`src/rtl/irq_controller.sv`:
```
// Machine-level interrupt controller: masks and prioritises peripheral requests,
// raises the trap request with its mcause, tracks handler nesting and acknowledges on mret.
module irq_controller #(
  parameter int unsigned IRQ_NUM = 16
) (
  input  logic               clk_i,
  input  logic               rst_i,
  input  logic               stall_i,
  input  logic               exception_i,
  input  logic               mret_i,
  input  logic [31:0]        mie_i,
  input  logic [IRQ_NUM-1:0] irq_req_i,
  output logic               irq_o,
  output logic [31:0]        irq_cause_o,
  output logic [IRQ_NUM-1:0] irq_ret_o
);

  typedef enum logic [1:0] {
    IDLE,
    IRQ,
    EXC,
    IRQ_EXC
  } state_t;

  state_t             state_q;
  logic [3:0]         idx_q;
  logic [31:0]        cause_q;
  logic [IRQ_NUM-1:0] pend;
  logic [3:0]         idx_w;
  logic [31:0]        cause_w;
  logic               take;
  logic               ack;
  logic [IRQ_NUM-1:0] ret_hot;
  logic               unused_mie;

  assign unused_mie = &{1'b0, mie_i};
  assign pend       = irq_req_i & mie_i[16 +: IRQ_NUM];

  // Scan from the top so the lowest pending line is the last one written.
  always_comb begin
    idx_w = '0;
    for (int unsigned i = 0; i < IRQ_NUM; i++) begin
      if (pend[IRQ_NUM-1-i]) idx_w = 4'(IRQ_NUM-1-i);
    end
  end

  assign cause_w = {1'b1, 26'b0, 1'b1, idx_w};

  always_comb begin
    ret_hot = '0;
    for (int unsigned i = 0; i < IRQ_NUM; i++) begin
      ret_hot[i] = (idx_q == 4'(i));
    end
  end

  // Outputs are gated by rst_i so an asserted reset silences them before any clock edge.
  assign take        = !rst_i && !stall_i && !exception_i && (state_q == IDLE) && (pend != '0);
  assign ack         = !rst_i && !stall_i && !exception_i && mret_i && (state_q == IRQ);
  assign irq_o       = take;
  assign irq_cause_o = take ? cause_w : cause_q;
  assign irq_ret_o   = ack ? ret_hot : '0;

  always_ff @(posedge clk_i or posedge rst_i) begin
    if (rst_i) begin
      state_q <= IDLE;
      idx_q   <= '0;
      cause_q <= '0;
    end else if (!stall_i) begin
      case (state_q)
        IDLE: begin
          if (exception_i) begin
            state_q <= EXC;
          end else if (pend != '0) begin
            state_q <= IRQ;
            idx_q   <= idx_w;
            cause_q <= cause_w;
          end
        end
        IRQ: begin
          if (exception_i)  state_q <= IRQ_EXC;
          else if (mret_i)  state_q <= IDLE;
        end
        // A faulting mret does not retire, so an exception keeps the handler level.
        EXC: begin
          if (!exception_i && mret_i) state_q <= IDLE;
        end
        IRQ_EXC: begin
          if (!exception_i && mret_i) state_q <= IRQ;
        end
        default: state_q <= IDLE;
      endcase
    end
  end

endmodule
```
`config.mk`:
```
export PLATFORM = sky130hd
export DESIGN_NAME = irq_controller
export DESIGN_NICKNAME = d
export VERILOG_FILES = /design/src/rtl/irq_controller.sv
export SDC_FILE = /design/constraint.sdc
export NUM_CORES = 1
export LEC_CHECK = 0
export BUFFER_PORTS_ARGS = -buffer_cell sky130_fd_sc_hd__buf_2
export CORE_MARGIN = 4
export CORE_UTILIZATION = 35
export DETAILED_ROUTE_END_ITERATION = 10
export PLACE_DENSITY = 0.81
export SLEW_MARGIN = 20
export SYNTH_ARGS = -nofsm -noshare
export SYNTH_HDL_FRONTEND = slang
export SYNTH_SLANG_ARGS = --single-unit
```
`constraint.sdc`:
```
create_clock -name clk_i -period 2.3 [get_ports clk_i]
set_clock_uncertainty 0.2 [all_clocks]
set_input_delay 0.23 -clock clk_i [delete_from_list [all_inputs] [get_ports clk_i]]
set_output_delay 0.23 -clock clk_i [all_outputs]
set_load 0.005 [all_outputs]
```
Word-level counts from Yosys, hierarchy flattened
Cells that the tools add are included.
{"block": "totals", "in_bits": 53, "ff_bits": 11}
{"block": "op_classes", "n_reduce_logical": 15, "eq_ne": 22, "bitwise_logic": 3, "mux": 25}
{"op": "$mux W4", "count": 16}
{"op": "$eq A4 B4 Y1 const B", "count": 8}
{"op": "$mux W32", "count": 1}
{"op": "$and A16 B16 Y16", "count": 1}
{"op": "$eq A4 B3 Y1 const B", "count": 4}
{"op": "$mux W16", "count": 1}
{"op": "$reduce_bool A16 Y1", "count": 1}
{"op": "$mux W2", "count": 6}
{"op": "$eq A4 B2 Y1 const B", "count": 2}
{"op": "$pmux W2 S4", "count": 1}
{"op": "$logic_and A1 B1 Y1", "count": 7}
{"op": "$reduce_and A5 Y1", "count": 1}
{"op": "$eq A2 B2 Y1 const B", "count": 2}
{"op": "$eq A4 B1 Y1 const B", "count": 1}
{"op": "$logic_not A4 Y1", "count": 1}
{"op": "$ne A2 B2 Y1 const B", "count": 2}
{"op": "$reduce_and A4 Y1", "count": 1}
{"op": "$logic_not A1 Y1", "count": 3}
{"op": "$ne A3 B2 Y1 const B", "count": 1}
{"op": "$ne A3 B3 Y1 const B", "count": 1}
{"op": "$eq A2 B1 Y1 const B", "count": 1}
{"op": "$logic_not A2 Y1", "count": 1}
{"op": "$not A1 Y1", "count": 2}

Depth between registers and ports, before layout
{"block": "logic_depth", "ltp_word": 18, "depth_mapped": 5}

Worst setup path before layout
Ideal clock, no wire load.
{"block": "synth_timing", "kind": "register -> output", "from": "register state_q[1]", "to": "output irq_ret_o[12]", "path_stages_with_launch": 5, "slack_ns": 0.369, "arrival_time_ns": 1.501, "cell_sequence": "dfrtp_1 or3_4 nor3b_4 or3b_4 nor2_1"}
{"block": "synth_via", "elab_chain_cells": 3}
{"element": "start: declaration", "line_no": "25", "source": "state_t state_q;"}
{"element": "start signal: assignment", "line_no": "65", "source": "state_q <= IDLE;"}
{"element": "start signal: assignment", "line_no": "72", "source": "state_q <= EXC;"}
{"element": "start signal: assignment", "line_no": "74", "source": "state_q <= IRQ;"}
{"element": "$eq A2 B1 Y1", "line_no": "58", "source": "assign ack = !rst_i && !stall_i && !exception_i && mret_i && (state_q == IRQ);"}
{"element": "$logic_and A1 B1 Y1", "line_no": "58"}
{"element": "$mux W16", "line_no": "61", "source": "assign irq_ret_o = ack ? ret_hot : '0;"}
{"element": "end: declaration", "line_no": "15", "source": "output logic [IRQ_NUM-1:0] irq_ret_o"}
No other way between the ends.

Worst setup path in the final report
{"block": "layout_timing", "from": "register state_q[1]", "to": "output irq_ret_o[0]"}
Same word-level chain as after synthesis.

==> run summary <==
- 4 — worst-path fanout max
- 660 ps — reg-to-reg setup timing slack
- 60.0 um — die height
- 0 — maxcap violations
- 0 — antenna cells
- 60.0 um — die width
- 246 — nets@finish
- sky130_fd_sc_hd__dfrtp_1 — Most used DFF post-synth
- 3.65 mm — wire length of the first global-routing pass
- 99.0% — Final Cycle Share
- 39.1% — fraction of layout cells with a size suffix above 1
- 0 — hold violation total from the final report
- true — setup repair after global routing missed its margin
- sky130_fd_sc_hd__clkbuf_4 — root buf cell
- 1230 um^2 — Non-Filler Cell Area, Final
- 0.439 GHz — max frequency
- 0.743 — placer's final routability congestion estimate
- 0 — number of DRC violations after detailed routing
- idx_q[0]$_DFFE_PP0P_ — worst r2r dst
- 0 ps — sum of negative setup slack
- 2520 um^2 — Core ar.
- 7 — synthesis-stage register bit count
- 7.38 um^2 — Synth Area per Inst
- 250 ps — Clock Latency Late Sink
- 0.649 mW — Power Total
- 36 — count of routing violations after the opening detailed-route iteration
- 154 ps — worst setup slack before clock tree synthesis
- 0 — final max-slew violation count
- 0 — initial antenna violation count
- 3590 um^2 — die area
- 2 — clock buffer depth
- flip-flop to output pin — start-to-end type of the worst setup path
- flip-flop — nature of the critical path startpoint
- 3 — total clock buffers created by CTS
- 59 — Port Buffers
- 4 — length of the first detailed-routing pass in iterations
- stall_i — Worst Min Path Start
- 22.8 ps — final worst-path setup slack
- 0 — number of enable flip-flop cells after synthesis
- built — TritonCTS clock tree
- 528 nW/um^2 — Power Density
- 0 — total congestion overflow after global routing
- 50 ps — clk slew on worst S/H paths
- 2.47 mm — wire length reported by the detailed router
- 1,026 — routed via count
- 1 — H-tree lvl count
- 18 — number of standard-cell rows in the floorplan
- 0 — final setup violating endpoints
- 2 — cell count of the worst hold path
- 0.314 mV — VDD IR max
- 100% — proportion of register bits with asynchronous set or reset after synthesis
- sky130_fd_sc_hd__buf_2 — most common library cell in the layout ignoring fill and taps
- 102 — boundary pin count
- 10 — maximum number of pins on one net before global-route repair
- 5 — logic depth of the worst register-to-register path
- 4.62 — vias per inst
- 0 — Synthesis Warnings
- 2280 ps — minimum clock period
- 0 — remaining antenna violation count
- 18.5% — share of synthesized area occupied by flip-flops and latches
- sky130_fd_sc_hd__buf_2, sky130_fd_sc_hd__conb_1, sky130_fd_sc_hd__nand2_1 — commonest non-fill, non-tap cells in the layout
- 12.9% — total global-route track usage
- 7 — Num Clock Sinks
- 30.1% — area overhead of the layout relative to synthesis
- state_q[0]$_DFFE_PP0P_ — Reg2Reg Launch Point
- 11.1 um — per-cell routed wire length
- 1180 um^2 — total cell area at the placement stage
- 128 — synthesized instance count
- 34 — number of distinct library cell variants in the gate-level netlist after synthesis
- 2.17 mm — HPWL after detailed placement
- 897 — number of global-route vias before repair
- 1870 ps — required time of the critical path
- finished, final reports clean — run status
- 1850 ps — CP Data Arrival Time
- primary input to flip-flop — worst hold path class
- state_q[1]$_DFFE_PP0P_ — hold endpoint
- 945 um^2 — cell area after technology mapping
- 0.682 nW — leakage dissipation
- output pin — kind of end point of the critical path
- 37.5% — starting density of the core
## metrics by stage
step	cells	utilization, %	hold WS, ps
2_1_floorplan	153	-	-162
3_3_place_gp	216	46.6	45.6
3_5_place_dp	216	46.6	43.1
4_1_cts	222	48.6	12.8
5_1_grt	222	48.7	30.8
6_report	222	48.7	17.2
## state kept, by name, summed over array words and instances (netlist names)
name / flops
idx_q: 3
cause_q: 2
state_q: 2
## report_power, final
part           switching, mW  leakage [nW]  internal, mW
Combinational          0.147         0.585         0.147
Clock                 0.0419        0.0150        0.0660
Sequential            0.0753        0.0815         0.172
## kinds of logic after synthesis
| group | synth area share (%) |
|---|---|
| flops | 18.5 |
| other cells | 0.397 |
| compound gates | 26.6 |
| simple gates | 29.8 |
| buf+inv | 24.6 |
## critical path, stage by stage, from the launching register on
cell and delay [ps]:
sky130_fd_sc_hd__dfrtp_1 390, sky130_fd_sc_hd__or3_4 350, sky130_fd_sc_hd__nor3b_4 180, sky130_fd_sc_hd__or3b_4 430, sky130_fd_sc_hd__nor3_2 110, sky130_fd_sc_hd__buf_2 130
## routing by layer
metal / vias to the layer above / GRT usage (%) / wire length, um
met4: 0 / 4.43 / 13
li1: 537 / - / -
met3: 2 / 2.16 / 198
met1: 440 / 15.6 / 994
met2: 47 / 22.8 / 1270
met5: - / 0 / 0
## area by class of cell
class	count	area [um^2]
inverters	4	15.0
fillers	272	1290
clock buffers	4	26.3
well taps	30	37.5
flip-flops and latches	7	175
repair buffers	64	335
multi-input cells	113	639
## how the worst max path moves through the flow
stage,startpoint,to,slack [ps]
detailed placement,stall_i,irq_ret_o[0],150
floorplan,state_q[1]$_DFFE_PP0P_,irq_ret_o[12],370
global placement,stall_i,irq_ret_o[0],180
finish,state_q[1]$_DFFE_PP0P_,irq_ret_o[0],20
global route,state_q[1]$_DFFE_PP0P_,irq_ret_o[0],-50
CTS,state_q[1]$_DFFE_PP0P_,irq_ret_o[0],-4
## synth_stat cells, types with 3 or more instances
cell | n | area [um^2]
sky130_fd_sc_hd__dfrtp_1 | 7 | 175
sky130_fd_sc_hd__nand2_1 | 15 | 56.3
sky130_fd_sc_hd__nor3_1 | 3 | 15.0
sky130_fd_sc_hd__a21oi_1 | 5 | 25.0
sky130_fd_sc_hd__buf_4 | 29 | 218
sky130_fd_sc_hd__a22oi_1 | 9 | 67.6
sky130_fd_sc_hd__inv_1 | 4 | 15.0
sky130_fd_sc_hd__o21ai_0 | 8 | 40.0
sky130_fd_sc_hd__nor2_1 | 12 | 45.0
sky130_fd_sc_hd__a31oi_1 | 3 | 18.8
sky130_fd_sc_hd__a22o_1 | 3 | 26.3
## timing repair
| action | 4_1_cts | 5_1_grt |
|---|---|---|
| gates resized for setup | 1 | 1 |
| endpoints found under the setup margin | 5 | 7 |
| pin swaps | 2 | 3 |
| setup buffers | 1 | 0 |
| hold buffers | 1 | 0 |
| hold endpoints to repair | 7 | 0 |
No activity file was read; power rests on OpenSTA's default activity.
